===== src/rtl/power_cmd_scheduler.sv =====
// power_cmd_scheduler: round-robin shutdown sequencer for five power domains.
// Issues one SD opcode at a time, then RESTORE on wake, and times out on ack.
module power_cmd_scheduler #(
    parameter int unsigned SETTLE_CYCLES = 4,
    parameter int unsigned ACK_TIMEOUT   = 16,
    parameter int unsigned CNT_W         = 8
) (
    input  logic       clock,
    input  logic       reset,
    input  logic [4:0] sd_req,
    input  logic [4:0] wake_req,
    input  logic       power_ack,
    output logic [7:0] cmd_bus,
    output logic [4:0] down_vec,
    output logic       busy,
    output logic       done,
    output logic       timeout_err
);

    typedef enum logic [1:0] {
        IDLE,
        SETTLE,
        DOWN,
        WAIT_ACK
    } state_e;

    localparam logic [7:0] OP_SD_BASE = 8'h38;
    localparam logic [7:0] OP_RESTORE = 8'h3D;

    localparam logic [CNT_W-1:0] SETTLE_LAST = CNT_W'(SETTLE_CYCLES - 1);
    localparam logic [CNT_W-1:0] ACK_LAST    = CNT_W'(ACK_TIMEOUT - 1);
    localparam logic [CNT_W-1:0] CNT_ONE     = CNT_W'(1);

    state_e           state_q;
    logic [2:0]       rr_ptr_q;
    logic [2:0]       grant_q;
    logic [CNT_W-1:0] cnt_q;
    logic [7:0]       cmd_q;
    logic [4:0]       down_q;
    logic             done_q;
    logic             err_q;

    logic [4:0]       eligible;
    logic             grant_vld;
    logic [2:0]       grant_idx;
    logic [2:0]       scan_idx;

    // Domain index successor with 4 wrapping back to 0.
    function automatic logic [2:0] wrap_inc(input logic [2:0] v);
        return (v == 3'd4) ? 3'd0 : v + 3'd1;
    endfunction

    // Round-robin search: first eligible domain at or after rr_ptr_q.
    always_comb begin
        eligible  = sd_req & ~wake_req;
        grant_vld = 1'b0;
        grant_idx = 3'd0;
        scan_idx  = rr_ptr_q;
        for (int k = 0; k < 5; k++) begin
            if (!grant_vld && eligible[scan_idx]) begin
                grant_vld = 1'b1;
                grant_idx = scan_idx;
            end
            scan_idx = wrap_inc(scan_idx);
        end
    end

    // Sequencer FSM; every output is a register, cmd/done default to idle.
    always_ff @(posedge clock) begin
        if (reset) begin
            state_q  <= IDLE;
            rr_ptr_q <= 3'd0;
            grant_q  <= 3'd0;
            cnt_q    <= '0;
            cmd_q    <= 8'h00;
            down_q   <= 5'b00000;
            done_q   <= 1'b0;
            err_q    <= 1'b0;
        end else begin
            cmd_q  <= 8'h00;
            done_q <= 1'b0;
            case (state_q)
                IDLE: begin
                    if (grant_vld) begin
                        cmd_q   <= OP_SD_BASE + {5'd0, grant_idx};
                        down_q  <= 5'b00001 << grant_idx;
                        grant_q <= grant_idx;
                        cnt_q   <= '0;
                        state_q <= SETTLE;
                    end
                end
                SETTLE: begin
                    cnt_q <= cnt_q + CNT_ONE;
                    if (cnt_q == SETTLE_LAST) begin
                        state_q <= DOWN;
                    end
                end
                DOWN: begin
                    if (|(wake_req & down_q)) begin
                        cmd_q   <= OP_RESTORE;
                        cnt_q   <= '0;
                        state_q <= WAIT_ACK;
                    end
                end
                WAIT_ACK: begin
                    if (power_ack) begin
                        down_q   <= 5'b00000;
                        done_q   <= 1'b1;
                        rr_ptr_q <= wrap_inc(grant_q);
                        state_q  <= IDLE;
                    end else begin
                        cnt_q <= cnt_q + CNT_ONE;
                        if (cnt_q == ACK_LAST) begin
                            err_q    <= 1'b1;
                            down_q   <= 5'b00000;
                            rr_ptr_q <= wrap_inc(grant_q);
                            state_q  <= IDLE;
                        end
                    end
                end
                default: begin
                    state_q <= IDLE;
                end
            endcase
        end
    end

    assign cmd_bus     = cmd_q;
    assign down_vec    = down_q;
    assign busy        = (state_q != IDLE);
    assign done        = done_q;
    assign timeout_err = err_q;

endmodule


===== config.mk =====
export PLATFORM = sky130hd
export DESIGN_NAME = power_cmd_scheduler
export DESIGN_NICKNAME = d
export VERILOG_FILES = /design/src/rtl/power_cmd_scheduler.sv
export SDC_FILE = /design/constraint.sdc
export NUM_CORES = 1
export LEC_CHECK = 0
export BUFFER_PORTS_ARGS = -buffer_cell sky130_fd_sc_hd__buf_4
export CORE_MARGIN = 2
export CORE_UTILIZATION = 57
export DETAILED_ROUTE_END_ITERATION = 6
export PLACE_DENSITY = 0.88
export SKIP_CTS_REPAIR_TIMING = 1
export SLEW_MARGIN = 10
export SYNTH_ARGS = -nofsm -noshare
export SYNTH_HDL_FRONTEND = slang
export SYNTH_SLANG_ARGS = --single-unit

===== constraint.sdc =====
create_clock -name clock -period 4 [get_ports clock]
set_clock_uncertainty 0.15 [all_clocks]
set_input_delay 0.8 -clock clock [delete_from_list [all_inputs] [get_ports clock]]
set_output_delay 0.8 -clock clock [all_outputs]
set_load 0.005 [all_outputs]

==> impl_results.md <==
* Reg2Reg Setup Slack at 0.17 ns
* Die footprint at 4200 µm²
* Via count at 2086
* CP arrival at 3.86 ns
* # rows at 22
* Post-Synthesis Cells at 263
* DRT Pass-1 Iters at 5
* Peak supply drop at 0.000392 V
* Ys Warns at 0
* Critical Path End Type: register
* Distinct cell type count after synthesis at 69
* Post-synth EDFFs at 0
* Max clock buf depth at 2
* Reg2Reg Depth at 12
* Slew Viols, Final at 0
* Reg clk slew, reported paths at 0.10 ns
* Global-route wire length before repair at 8640 µm
* Drt wl/cell at 15.7 µm
* Outcome: finished clean
* Vias per cell at 6.17
* Die Wd at 64.8 µm
* Hold crit path type: reg -> reg
* Final hold vios at 0
* Share of cells above drive strength 1 at 19.7%
* Final Util at 66.9%
* Final RePlAce weighted congestion at 0.897
* CP peak stage delay at 0.45 ns
* Crit path kind: reg -> reg
* Fmax at 0.261 GHz
* Grt ovf at 0
* CTS Sinks at 27
* Setup Viol. Count Final at 0
* Syn Area/Cell at 8.01 µm²
* Most used cell, CP: ha_1
* CTS tree: done
* Post-Syn Area at 2110 µm²
* Die Height at 64.8 µm
* Crit-path cells: inv_1 > ha_1 > a21boi_1 > ha_1 > inv_1 > ha_1 > mux2_2 > o311ai_2 > o31ai_1 > a311oi_2 > or2_1 > a21oi_1
* Nets@finish at 316
* CP startpoint kind: register
* Max-cap violations at 0
* Gr usage total at 26.1%
* I/O pin count at 29
* Reg2reg end: grant_q[0]$_SDFFE_PP0P_
* CP required at 4.03 ns
* HPWL Detailed at 4030 µm
* CTS root buffer: clkbuf_8
* Most common cell after layout, fill and taps aside: buf_4
* Overall power at 1.05 mW
* Antenna cells at 0
* Later-pin clock latency in the skew report at 0.28 ns
* CP max-delay cell: o311ai_2
* Hold_sp: down_vec[1]$_SDFFE_PP0P_
* Hold depth at 2
* Core area at 3610 µm²
* Vias in the first global route at 1900
* Sum Neg Setup Slack at 0 ns
* Critical-path maximum fanout at 7
* Fin crit period at 3.83 ns
* Initial antenna violation count at 0
* Post-synth ARST share at 0%
* IO buf count at 26
* Register area share after synthesis at 25.7%
* Power per cell area at 436 nW/µm²
* Top_reg_cell synth: dfxtp_1
* Most frequent cells in the layout: buf_4 (32), nand2_1 (31), dfxtp_1 (27)
* Remaining antenna violation count at 0
* Largest net degree at the start of global routing at 20
* Yosys reg bits at 27
* Final wirelength at 5300 µm
* LEAKAGE at 1.00 nW
* # DRC at 0
* Hold path endpoint: down_vec[1]$_SDFFE_PP0P_
* Area Overhead vs Synth at 14.5%
* H-tree depth at 1
* Initial Util at 58.4%
* Period utilisation layout at 95.7%
* CTS buffer count at 3
* Drt initial violations at 132
* Reg-to-reg startpoint: rr_ptr_q[1]$_SDFFE_PP0P_
sequential cells by signal, indices dropped and copies added (netlist names):
| register | cells |
|---|---|
| cnt_q | 8 |
| down_vec | 5 |
| cmd_bus | 4 |
| grant_q | 3 |
| rr_ptr_q | 3 |
| state_q | 2 |
| done | 1 |
| timeout_err | 1 |
power by group:
group          total (mW)  internal [mW]  switching [mW]
Clock               0.164         0.0710          0.0927
Sequential          0.351          0.313          0.0375
Combinational       0.538          0.232           0.306
Total                1.05          0.616           0.436
worst max-delay path by stage:
stage                        startpoint                       end  slack [ns]  cells after the start
5_1_grt        rr_ptr_q[1]$_SDFFE_PP0P_   grant_q[1]$_SDFFE_PP0P_      -0.008                     13
3_5_place_dp   rr_ptr_q[1]$_SDFFE_PP0P_   state_q[0]$_SDFFE_PP0P_        0.19                     15
2_1_floorplan  rr_ptr_q[0]$_SDFFE_PP0P_  down_vec[2]$_SDFFE_PP0P_        0.31                     14
4_1_cts        rr_ptr_q[1]$_SDFFE_PP0P_   state_q[0]$_SDFFE_PP0P_        0.19                     15
6_report       rr_ptr_q[1]$_SDFFE_PP0P_   grant_q[0]$_SDFFE_PP0P_        0.17                     12
3_3_place_gp   rr_ptr_q[1]$_SDFFE_PP0P_     cmd_bus[0]$_SDFF_PP0_        0.38                     12
cell type report:
class,instances,area [µm²]
Tap cell,48,60.1
Inverter,14,52.6
Timing Repair Buffer,32,240
Clock inverter,1,7.51
Sequential cell,27,541
Fill cell,299,1190
Clock buffer,3,41.3
Multi-Input combinational cell,213,1470
cell families after synthesis:
logic type	after synthesis	share of synthesized area [%]
compound gates	69	24.9
buf+inv	24	5.17
simple gates	113	28.5
other cells	1	0.178
xor+xnor	6	2.49
fa+ha+maj	12	7.13
mux	11	6.00
flops	27	25.7
per-stage QoR:
stage | worst slack (ns) | hold slack (ns) | instances | instance area (µm²)
2_1_floorplan | 0.310 | 0.303 | 264 | 2110
3_3_place_gp | 0.379 | 0.306 | 334 | 2350
3_5_place_dp | 0.192 | 0.319 | 334 | 2350
4_1_cts | 0.195 | 0.334 | 338 | 2400
5_1_grt | -0.00766 | 0.359 | 338 | 2410
6_report | 0.172 | 0.334 | 338 | 2410
cells in the mapped netlist, drive strengths merged, types with 2 or more instances:
| cell type | number | area [µm²] |
|---|---|---|
| ha | 12 | 150 |
| inv | 14 | 52.6 |
| a31o | 2 | 17.5 |
| nand2b | 9 | 56.3 |
| or2 | 3 | 18.8 |
| clkbuf | 2 | 7.51 |
| mux2 | 3 | 33.8 |
| or3b | 2 | 20.0 |
| a31oi | 4 | 25.0 |
| dfxtp | 27 | 541 |
| o221ai | 2 | 17.5 |
| nor3 | 4 | 20.0 |
| and3 | 2 | 12.5 |
| o21ai | 11 | 55.1 |
| a21o | 4 | 30.0 |
| a211oi | 2 | 20.0 |
| and4 | 2 | 17.5 |
| xnor2 | 6 | 52.6 |
| buf | 8 | 48.8 |
| nor2 | 25 | 93.8 |
| o211ai | 3 | 22.5 |
| nand3 | 10 | 50.1 |
| nand2 | 31 | 116 |
| a21oi | 17 | 88.8 |
| a21boi | 3 | 26.3 |
| o31a | 2 | 17.5 |
| and2 | 3 | 18.8 |
| nor2b | 5 | 31.3 |
| mux2i | 7 | 70.1 |
| or3 | 4 | 30.0 |
| a211o | 2 | 17.5 |
| nand4 | 5 | 31.3 |
| a221oi | 2 | 23.8 |
routing by layer:
layer  share of wire, %  GRT usage (%)
met4                2.3           9.84
met5                  0              0
met1                 44           34.1
met3                6.4           3.47
met2                 47           43.6
critical path, delay by kind of cell, from the launching register on:
family	cells	cell delay, ns
simple gates	1	0.18
compound gates	5	1.27
fa+ha+maj	3	1.11
flops	1	0.43
buf+inv	2	0.19
mux	1	0.38
Note: power is estimated with default switching activity, not from simulation.
